## config.mk

```make
export PLATFORM = sky130hd
export DESIGN_NAME = msrv32_machine_control
export DESIGN_NICKNAME = d
export VERILOG_FILES = /design/src/rtl/msrv32_machine_control.sv
export SDC_FILE = /design/constraint.sdc
export NUM_CORES = 1
export LEC_CHECK = 0
export BUFFER_PORTS_ARGS = -buffer_cell sky130_fd_sc_hd__clkbuf_2
export CORE_MARGIN = 4
export CORE_UTILIZATION = 41
export DETAILED_ROUTE_END_ITERATION = 6
export HOLD_SLACK_MARGIN = 0.1
export PLACE_DENSITY = 0.81
export REMOVE_ABC_BUFFERS = 1
export SETUP_SLACK_MARGIN = 0.2
export SLEW_MARGIN = 20
export SYNTH_ARGS = -nofsm -noshare
export SYNTH_HDL_FRONTEND = slang
export SYNTH_SLANG_ARGS = --single-unit
```

## constraint.sdc

```tcl
create_clock -name clk_in -period 3.6 [get_ports clk_in]
set_clock_uncertainty 0.05 [all_clocks]
set_input_delay 0.54 -clock clk_in [delete_from_list [all_inputs] [get_ports clk_in]]
set_output_delay 0.54 -clock clk_in [all_outputs]
set_load 0.01 [all_outputs]
```

## src/rtl/msrv32_machine_control.sv

```systemverilog
// Machine-mode trap/return controller: decodes ECALL/EBREAK/MRET, prioritises
// exceptions over enabled interrupts, and drives PC select, flush and CSR strobes.
module msrv32_machine_control (
  input  logic       clk_in,
  input  logic       rst_n_in,
  input  logic       illegal_instr_in,
  input  logic       misaligned_load_in,
  input  logic       misaligned_store_in,
  input  logic       misaligned_instr_in,
  input  logic [4:0] opcode_6_to_2_in,
  input  logic [2:0] funct3_in,
  input  logic [6:0] funct7_in,
  input  logic [4:0] rs2_addr_in,
  input  logic       mie_in,
  input  logic       meie_in,
  input  logic       mtie_in,
  input  logic       msie_in,
  input  logic       meip_in,
  input  logic       mtip_in,
  input  logic       msip_in,
  output logic [1:0] pc_src_out,
  output logic       flush_out,
  output logic       trap_taken_out,
  output logic       i_or_e_out,
  output logic [3:0] cause_out,
  output logic       set_cause_out,
  output logic       set_epc_out,
  output logic       mie_clear_out,
  output logic       mie_set_out,
  output logic       instret_inc_out
);

  typedef enum logic [1:0] {
    RESET       = 2'b00,
    OPERATING   = 2'b01,
    TRAP_TAKEN  = 2'b10,
    TRAP_RETURN = 2'b11
  } state_t;

  state_t     state, state_nxt, state_tgt;
  logic       is_system, is_ecall, is_ebreak, is_mret;
  logic       exc_pend, irq_pend;
  logic [3:0] cause_nxt;

  always_comb begin
    is_system = (opcode_6_to_2_in == 5'b11100) && (funct3_in == 3'b000);
    is_ecall  = is_system && (funct7_in == 7'b0000000) && (rs2_addr_in == 5'd0);
    is_ebreak = is_system && (funct7_in == 7'b0000000) && (rs2_addr_in == 5'd1);
    is_mret   = is_system && (funct7_in == 7'b0011000) && (rs2_addr_in == 5'd2);
    exc_pend  = misaligned_instr_in | illegal_instr_in | is_ecall | is_ebreak |
                misaligned_load_in | misaligned_store_in;
    irq_pend  = mie_in & ((meie_in & meip_in) | (msie_in & msip_in) | (mtie_in & mtip_in));

    // Exceptions first, then interrupts; each list is in descending priority.
    cause_nxt = 4'd0;
    if (misaligned_instr_in)         cause_nxt = 4'd0;
    else if (illegal_instr_in)       cause_nxt = 4'd2;
    else if (is_ebreak)              cause_nxt = 4'd3;
    else if (is_ecall)               cause_nxt = 4'd11;
    else if (misaligned_load_in)     cause_nxt = 4'd4;
    else if (misaligned_store_in)    cause_nxt = 4'd6;
    else if (meie_in & meip_in)      cause_nxt = 4'd11;
    else if (msie_in & msip_in)      cause_nxt = 4'd3;
    else if (mtie_in & mtip_in)      cause_nxt = 4'd7;

    state_nxt = OPERATING;
    case (state)
      OPERATING: begin
        if (exc_pend || irq_pend) state_nxt = TRAP_TAKEN;
        else if (is_mret)         state_nxt = TRAP_RETURN;
        else                      state_nxt = OPERATING;
      end
      default: state_nxt = OPERATING;
    endcase

    state_tgt = rst_n_in ? state_nxt : RESET;
  end

  // Outputs are registered from the state being entered, so they track state exactly.
  always_ff @(posedge clk_in) begin
    if (!rst_n_in) begin
      state      <= RESET;
      cause_out  <= 4'd0;
      i_or_e_out <= 1'b0;
    end else begin
      state <= state_nxt;
      if (state == OPERATING && state_nxt == TRAP_TAKEN) begin
        cause_out  <= cause_nxt;
        i_or_e_out <= ~exc_pend;
      end
    end

    pc_src_out      <= state_tgt;
    flush_out       <= 1'b1;
    trap_taken_out  <= 1'b0;
    set_cause_out   <= 1'b0;
    set_epc_out     <= 1'b0;
    mie_clear_out   <= 1'b0;
    mie_set_out     <= 1'b0;
    instret_inc_out <= 1'b0;
    case (state_tgt)
      OPERATING: begin
        flush_out       <= 1'b0;
        instret_inc_out <= 1'b1;
      end
      TRAP_TAKEN: begin
        trap_taken_out <= 1'b1;
        set_cause_out  <= 1'b1;
        set_epc_out    <= 1'b1;
        mie_clear_out  <= 1'b1;
      end
      TRAP_RETURN: mie_set_out <= 1'b1;
      default: ;
    endcase
  end

endmodule

```

* Word-level counts from Yosys, hierarchy flattened *
Cells that the tools add are included.

word-level totals
  bits in latches = 0
  RAM bits = 0
  memories kept = 0
  bits in read-only memories = 0
  bits in registers = 11

operators by class
  shift operators = 0
  $mul = 0
  $add $sub $neg = 0
  bitwise gates (word level) = 12
  divide/modulo/power cells = 0
  magnitude comparators = 0
  equal/unequal tests = 9
  muxes and demuxes = 17
  reduce and logical (&&, ||, !) cells = 11

operator list
  operator                                                          number
  4-bit 2-to-1 mux                                                  7
  2-bit 2-to-1 mux                                                  4
  7-bit by 5-bit == test with 1-bit output (second input constant)  1
  1-bit logical AND                                                 7
  7-bit logical NOT                                                 1
  1-bit OR                                                          7
  2-bit == test (second input constant)                             3
  3-bit 2-to-1 mux                                                  2
  5-bit by 1-bit == test with 1-bit output (second input constant)  1
  5-bit by 2-bit == test with 1-bit output (second input constant)  1
  5-bit == test (second input constant)                             1
  5-bit logical NOT                                                 1
  1-bit AND                                                         4
  2-bit by 1-bit == test with 1-bit output (second input constant)  2
  1-bit 2-to-1 mux                                                  4
  3-bit logical NOT                                                 1
  1-bit logical OR                                                  1
  1-bit NOT                                                         1

* Logic depth before layout (Yosys ltp) *
Gate-level depths: netlist of the first run.

  depth after elaboration = 14
  mapped depth = 6
  depth with buffers taken out = 5

* Worst setup path before layout of the first run *
Ideal clock, no wire load.

  path type = input -> register
  start point = input port funct7_in[5]
  end point = register cause_out[1]
  slack = 1982 ps
  data required time = 3427 ps
  arrival = 1445 ps
  library setup time = 123 ps
  stages on the path = 5
  path buffers = 0
  path through = nor4_2 > nand4_2 > nor2_2 > o21ba_4 > o32ai_1

between the ends
  word-level cells in the longest chain between the ends = 12

RTL lines
  what                   RTL line  RTL
  start, declared        12        input logic [6:0] funct7_in,
  7-bit logical NOT      47, 48
  1-bit logical AND      47, 48
  1-bit logical AND      47        is_ecall = is_system && (funct7_in == 7'b0000000) && (rs2_addr_in == 5'd0);
  1-bit OR (3 in a row)  50        exc_pend = misaligned_instr_in | illegal_instr_in | is_ecall | is_ebreak |
  1-bit OR               51        misaligned_load_in | misaligned_store_in;
  1-bit logical OR       69        if (exc_pend || irq_pend) state_nxt = TRAP_TAKEN;
  2-bit 2-to-1 mux       69
  2-bit 2-to-1 mux       67        case (state)
  2-bit == test          87        if (state == OPERATING && state_nxt == TRAP_TAKEN) begin
  1-bit logical AND      87
  end signal, assigned   88        cause_out <= cause_nxt;
  end, declared          25        output logic [3:0] cause_out,

Several ways; a longest one is shown, not always the timed one.
A chain may end at the register's enable or synchronous reset.

* Final worst setup path of the first run *
  start point = input port meie_in
  end point = register cause_out[1]

between the ends
  word-level cells in the longest chain between the ends = 9

RTL lines
  what                   RTL line  RTL
  start, declared        15        input logic meie_in,
  1-bit AND *            52, 62
  1-bit OR (2 in a row)  52        irq_pend = mie_in & ((meie_in & meip_in) | (msie_in & msip_in) | (mtie_in & mtip_in));
  1-bit AND              52
  1-bit logical OR       69
  2-bit 2-to-1 mux       69
  2-bit 2-to-1 mux       67
  2-bit == test          87
  1-bit logical AND      87

Every way passes the cells marked *; elsewhere a longest branch is shown, timed or not.

==> flow_summary.toml, run 1 <==
[timing]
fin_ws_ps = 2015
fmax_mhz = 630.8
setup-violations-final = 0
slew_headroom_pct = 67.98
final-max-slew-violation-count = 0
fin_crit_ps = 1585
finalHoldViolCount = 0
fin_tns_setup_ps = 0
worstMarginPinSlew_ps = 480.4
post-route-period-util_pct = 44.04
rsz0062_at_grt = "no"

[power_and_ir_drop]
p_leak_nw = 0.4347
swShare_pct = 26.17
ir_worst_vdd_mv = 0.2076
p_clk_share_pct = 29.3
power_density_nw_per_um2 = 311.0
seqPwrFrac_pct = 48.3
switching_power_w = 0.00007148
combPwrFrac_pct = 22.4
internal_power_w = 0.0002017

[synthesis]
synthTopCellsByCount = "dfxtp_1 (11), nor2_1 (8), nand2_1 (5)"
synth_cell_types = 33
syn_avg_cell_area_um2 = 9.175
muxShareOfSynthArea_pct = 1.581
synth_edf_count = 0
synth_area_um2 = 633.1
ys_warn_count = 0
syn_inst = 69
synth_top_family_by_area = "simple AND/OR/NAND/NOR gates"
synth-xor-area-share_pct = 0
synth_top_area_cell = "dfxtp_1"
ys_seq_area_share_pct = 34.78
synthTopCellsByArea = "dfxtp_1 (35%), buf_4 (4.7%), nor2_1 (4.7%)"
synth_compound_area_share_pct = 21.74
yosysMostFrequentCell = "dfxtp_1"
ys_async_sr_fraction_pct = 0
synth_top_area_share_pct = 34.78
synthSimpleGateAreaFrac_pct = 35.38
yosys.area_share.adder_pct = 0
yosys_register_bits = 11
synth_ff_type = "dfxtp_1"

[setup_path]
cp_top_family = "compound AO/OA/AOI/OAI gates"
critPathKind = "input pin to flip-flop"
startpoint_type = "input pin"
cp_data_arrival_time_ps = 1710
worst-path-buf-inv = 1
crit_fanout = 6
critPathRequiredTime_ps = 3720
max_stage_delay_ps = 490
worstPathCellList = "clkbuf_2 -> a222oi_1 -> o21ai_2 -> o21ba_4 -> o32ai_1"
critPathSlowestCell = "a222oi_1"
end_kind = "flip-flop"

[global_routing]
overflow = 0
grt_pass1_vias = 702
antenna_found_initial = 0
grt_use_total_pct = 17.34
grt_max_degree = 10
grt_pass1_wl_mm = 2.732

[die]
die_h_um = 47.30
rows = 13
ios = 47
core-area_um2 = 1383
start_util_pct = 45.79
die-area_um2 = 2237
die_w_um = 47.30

[clock_tree]
ctsResizeCount = 0
path_clk_slew_ps = 60
clock-sinks = 11
cts_buffers = 3
cts_max_path_buffers = 2
postCtsHoldBufs = 0
clk_latency_ps = 260
cts_setup_buffers = 0
h-tree-depth = 1
cts_root_buffer = "clkbuf_4"
cts_tree = "done"

[status]
outcome = "finished, final reports clean"

[route]
first_pass_iters = 4
wirelength_mm = 1.697
vias = 712
viasPerCell = 5.477
drt_iter0_markers = 15
drc = 0
ant_nets = 0
wire_per_inst_um = 13.05

[layout]
antenna-diode-count = 0
syn2layout_area_growth_pct = 38.74
nNetsFinal = 149
drive_gt1_share_pct = 53.04
n_fill_cell = 121

[placement]
portBuffers = 46
gp_congestion = 0.8796
post-place-ws_ps = 1735
hpwlAfterDp_mm = 1.496

[hold_path]
holdCritPathClass = "flip-flop to flip-flop"

[job]
maxCapViolCount = 0
## routing by layer
metal  track usage [%]  vias to the layer above  routed length (µm)
li1                  -                      353                   -
met3             6.130                        4                 119
met4             6.077                        0                  23
met2             29.68                       35                 888
met1             19.72                      320                 665
met5                 0                        -                   0
## worst min-delay path, delay by kind of cell, from the launching register on
kind / cells / cell delay, ps
compound gates: 1 / 50
flops: 1 / 320
simple gates: 1 / 70
## final cells by class
class / instances / area, µm² / area share [%]
flip-flops and latches: 11 / 220.2 / 25.07
inverters: 3 / 11.26 / 1.282
multi-input cells: 51 / 371.6 / 42.31
clock buffers: 4 / 26.28 / 2.991
well taps: 15 / 18.77 / 2.137
repair buffers: 46 / 230.2 / 26.21
## sequential cells by signal, summed over array words and instances (netlist names)
register and count:
i_or_e_out 1, state 2, mie_clear_out 1, flush_out 1
instret_inc_out 1, mie_set_out 1, cause_out 4
## path summary, 6_finish.rpt
check / start / to / slack [ps] / cells past startpoint
setup reg to reg: state[0] / cause_out[3] / 2150 / 5
hold reg to reg: cause_out[2] / cause_out[2] / 420 / 2
hold / removal: cause_out[2] / cause_out[2] / 420 / 2
setup / recovery: meie_in / cause_out[1] / 2010 / 5
## stage by stage
| step | hold WS, ps | total power (W) | cell area (µm²) | utilization [%] | cells |
|---|---|---|---|---|---|
| after floorplan | 433.3 | 0.0001614 | 603.1 | - | 65 |
| after global placement | 412.6 | 0.0001948 | 852.1 | 61.63 | 126 |
| after detailed placement | 420.0 | 0.0001959 | 852.1 | 61.63 | 126 |
| after CTS | 432.8 | 0.0002769 | 878.3 | 63.53 | 130 |
| after global routing | 457.8 | 0.0002912 | 878.3 | 63.53 | 130 |
| final | 424.4 | 0.0002731 | 878.3 | 63.53 | 130 |
## power groups by stage
stage / registers (W) / logic [W] / clock network [W]
global placement: 0.000134 / 0.0000603 / 0
CTS: 0.000132 / 0.0000615 / 0.0000835
global route: 0.000133 / 0.0000678 / 0.0000908
detailed placement: 0.000135 / 0.0000613 / 0
finish: 0.000132 / 0.0000612 / 0.0000801
floorplan: 0.000139 / 0.0000228 / 0
## placed cells by master (no fill, tap or decap), types with 2 or more instances in the layout
cell type,synthesis,final
o21ai_1,2,2
dfxtp_1,11,11
a21oi_1,3,3
nor4_1,4,4
nor2_1,8,8
o21ai_0,2,2
o21ai_2,2,2
nor4_2,2,2
clkbuf_4,0,3
nand2_1,5,5
o21a_1,2,2
inv_1,3,3
clkbuf_2,0,46
## cell families after synthesis
logic type	Yosys count
AND/OR/NAND/NOR	32
AO/OA/AOI/OAI	18
flip-flops	11
buffers and inverters	7
multiplexers	1
Power figures use the tool's default switching activity.
==> inputs of run 2 (changes only) <==
CORE_ASPECT_RATIO = 1.25   (was default)
CORE_UTILIZATION = 38   (was 41)
PLACE_DENSITY = 0.76   (was 0.81)
clock period = 1.5 ns   (was 3.6 ns; I/O delays follow)
==> flow_summary.toml, run 2 (synthesis gave the netlist of run 1 again) <==
[status]
outcome = "finished, final reports clean"

[route]
drc = 0
first_pass_iters = 5
ant_nets = 0
wire_per_inst_um = 13.77
drt_iter0_markers = 26
viasPerCell = 5.270
wirelength_mm = 1.941
vias = 743

[global_routing]
grt_pass1_wl_mm = 2.856
grt_use_total_pct = 16.12
grt_max_degree = 9
overflow = 0
grt_pass1_vias = 738
antenna_found_initial = 0

[clock_tree]
path_clk_slew_ps = 70
clock-sinks = 11
clk_latency_ps = 260
postCtsHoldBufs = 0
h-tree-depth = 1
cts_tree = "done"
cts_buffers = 3
cts_max_path_buffers = 2
cts_root_buffer = "clkbuf_4"

[timing]
fmax_mhz = 733.5
post-route-period-util_pct = 90.89
setup-violations-final = 0
slew_headroom_pct = 79.05
worstMarginPinSlew_ps = 314.3
final-max-slew-violation-count = 0
rsz0062_at_grt = "yes"
finalHoldViolCount = 0
fin_crit_ps = 1363

[setup_path]
critPathKind = "flip-flop to flip-flop"
crit_fanout = 4
cp_data_arrival_time_ps = 1510
critPathRequiredTime_ps = 1640
reg2reg_depth = 5
reg2reg_from = "state[1]"
ff2ff_setup_slack_ps = 140
end_kind = "flip-flop"
startpoint_type = "flip-flop"
crit_start = "state[1]"

[placement]
place_inst = 133
gp_congestion = 0.7492
placed_cell_area_um2 = 885.9
hpwlAfterDp_mm = 1.521
portBuffers = 46

[die]
rows = 16
die_w_um = 44.51
start_util_pct = 40.03
die_h_um = 53.64
die-area_um2 = 2387
core-area_um2 = 1582
ios = 47

[layout]
syn2layout_area_growth_pct = 57.91
n_fill_cell = 145
top_register = "cause_out"
antenna-diode-count = 0
layoutNonFillerInstCount = 141
final_cell_mix = "clkbuf_2 (46), dfxtp_1 (9), nor2_1 (8), buf_4 (8), nand2_1 (5)"
drive_gt1_share_pct = 58.54
largest_register_ffs = 4
design_area_um2 = 999.7
nNetsFinal = 157
final_common_cell = "clkbuf_2"
reg.largest.list = "cause_out (4), state (2)"

[job]
maxCapViolCount = 0

[power_and_ir_drop]
p_leak_nw = 0.4907
switching_power_w = 0.0001934
internal_power_w = 0.0004975
seqPwrFrac_pct = 46.0
combPwrFrac_pct = 25.2
p_clk_share_pct = 28.8
swShare_pct = 27.99
finalPower_w = 0.0006909
ir_worst_vdd_mv = 0.4705
power_density_nw_per_um2 = 691.1

[hold_path]
hold_start = "misaligned_instr_in"
holdCritPathClass = "input pin to flip-flop"
hold_depth = 2
run 2: metal layers:
metal | vias up | global-route usage (%) | routed length [µm]
met5 | - | 0 | 0
met4 | 0 | 6.030 | 12
met3 | 2 | 2.676 | 193
met2 | 40 | 32.30 | 1088
met1 | 337 | 15.93 | 646
li1 | 364 | - | -
run 2: power groups by stage:
stage,Sequential [W],Combinational (W),Clock (W)
6_report,0.000318,0.000174,0.000199
5_1_grt,0.000320,0.000189,0.000219
4_1_cts,0.000317,0.000161,0.000202
3_5_place_dp,0.000324,0.000156,0
3_3_place_gp,0.000323,0.000153,0
2_1_floorplan,0.000333,0.0000546,0
run 2: repair_timing:
item / CTS / global route
buffers inserted: 1 / 3
cloned: 0 / 0
setup endpoints to repair: 4 / 7
pin swaps: 1 / 3
gates resized for setup: 4 / 5
run 2: critical path, cell delays in order (launching register included):
cell      delay (ps)
dfxtp_2          330
nand3b_4         150
or3_4            370
nor4_4           150
mux2i_1          120
o21ai_1          130
run 2: area by class of cell:
class,count,area (µm²),area share (%)
clock buffers,4,26.28,2.628
inverters,3,11.26,1.126
multi-input cells,51,426.7,42.68
flip-flops and latches,11,222.7,22.28
well taps,18,22.52,2.253
repair buffers,54,290.3,29.04
run 2: final timing paths:
check | end
setup / recovery | cause_out[3]
hold reg to reg | cause_out[2]
setup reg to reg | cause_out[3]
hold / removal | cause_out[1]
run 2: stage by stage:
stage / setup slack [ps] / TNS, ps / hold WS [ps] / util [%]
2_1_floorplan: 133.5 / 0 / 251.2 / -
3_3_place_gp: -1.756 / -1.756 / 402.7 / 56.01
3_5_place_dp: -139.5 / -443.7 / 406.8 / 56.01
4_1_cts: 132.8 / 0 / 163.0 / 59.49
5_1_grt: 72.84 / 0 / 179.2 / 63.21
6_report: 136.7 / 0 / 171.7 / 63.21
==> inputs of run 3 (changes only) <==
REMOVE_ABC_BUFFERS = default   (was 1)
==> flow_summary.toml, run 3 (synthesis gave the netlist of run 1 again) <==
[status]
outcome = "finished, final reports clean"

[timing]
final-max-slew-violation-count = 0
slew_headroom_pct = 80.21
fin_crit_ps = 1307
rsz0062_at_grt = "yes"
fin_tns_setup_ps = 0
fmax_mhz = 765.4
worstMarginPinSlew_ps = 296.8
post-route-period-util_pct = 87.10
setup-violations-final = 0
finalHoldViolCount = 0

[clock_tree]
cts_root_buffer = "clkbuf_4"
postCtsHoldBufs = 0
cts_max_path_buffers = 2
cts_tree = "done"
clk_latency_ps = 260
path_clk_slew_ps = 80
cts_buffers = 3
h-tree-depth = 1
clock-sinks = 11

[route]
ant_nets = 0
wirelength_mm = 1.828
wire_per_inst_um = 12.87
first_pass_iters = 5
drc = 0
drt_iter0_markers = 25
vias = 731
viasPerCell = 5.148

[die]
die_h_um = 53.64
start_util_pct = 40.03
die-area_um2 = 2387
core-area_um2 = 1582
die_w_um = 44.51
rows = 16
ios = 47

[setup_path]
cp_data_arrival_time_ps = 1460
max_stage_delay_ps = 370
crit_fanout = 4
startpoint_type = "flip-flop"
end_kind = "flip-flop"
critPathRequiredTime_ps = 1650
worstPathCellList = "nand3b_4 -> or3_4 -> a211o_1 -> o21ai_2"
critPathSlowestCell = "or3_4"
critPathKind = "flip-flop to flip-flop"

[global_routing]
grt_pass1_wl_mm = 2.822
overflow = 0
grt_use_total_pct = 16.33
grt_pass1_vias = 717
globalRouteMet1Util_pct = 14.95
antenna_found_initial = 0
grt.busiest_layer = "met2"
gr-usage-met3_pct = 3.010
grt_max_degree = 9
use_met2_pct = 32.54

[power_and_ir_drop]
power_density_nw_per_um2 = 705.1
p_leak_nw = 0.4825
finalPower_w = 0.0006899
ir_worst_vdd_mv = 0.6389

[layout]
ff_latch_area_um2 = 222.7
largest_register_ffs = 4
final_cell_mix = "clkbuf_2 (46), dfxtp_1 (9), buf_4 (9)"
n_fill_cell = 142
syn2layout_area_growth_pct = 54.55
reg.largest.list = "cause_out (4), state (2)"
nNetsFinal = 158
fin_util_pct = 61.87
design_area_um2 = 978.4
drive_gt1_share_pct = 59.68
antenna-diode-count = 0
top_register = "cause_out"
multiInputGateArea_um2 = 397.9
final_common_cell = "clkbuf_2"

[placement]
portBuffers = 46
hpwlAfterDp_mm = 1.512
placed_cell_area_um2 = 899.6
gp_congestion = 0.9106

[synthesis]
syn-num-nets = 102

[job]
maxCapViolCount = 0

[hold_path]
holdCritPathClass = "input pin to flip-flop"
[run 3: final timing paths]
check / from / end / slack (ps) / depth (start not counted)
max: state[1] / cause_out[2] / 190 / 4
min: misaligned_instr_in / cause_out[1] / 140 / 2
max reg2reg: state[1] / cause_out[2] / 190 / 4
min reg2reg: cause_out[1] / cause_out[1] / 430 / 2
[run 3: repair_timing]
action	CTS	global route
endpoints found under the setup margin	2	6
resized for setup	4	1
buffers inserted	2	2
pin swaps	0	2
[run 3: final cells by class]
class | instances | share of cell area, %
inverters | 3 | 1.151
clock buffers | 4 | 2.685
repair buffers | 55 | 30.43
multi-input cells | 51 | 40.67
flip-flops and latches | 11 | 22.76
well taps | 18 | 2.302
[run 3: routing by layer]
metal / wire length [µm] / part of all wire [%]
met1: 648 / 35
met2: 1011 / 55
met3: 134 / 7.3
met4: 32 / 1.8
met5: 0 / 0
[run 3: metrics by stage]
step / hold slack [ps] / cells / setup WS (ps)
after global routing: 155.5 / 142 / 143.4
after global placement: 419.2 / 134 / 68.47
final: 142.6 / 142 / 193.5
after CTS: 143.1 / 140 / 184.1
after detailed placement: 421.2 / 134 / 5.240
after floorplan: 292.9 / 69 / 173.7
[run 3: power by group]
group          leakage [nW]  switching (W)  internal [W]
Clock                0.0150       0.000103      0.000103
Combinational         0.377      0.0000805     0.0000867
Sequential           0.0908     0.00000883      0.000308
[run 3: worst max-delay path, delay by kind of cell (launching register included)]
family	cells	cell delay, ps
compound gates	2	350
flops	1	320
simple gates	2	520
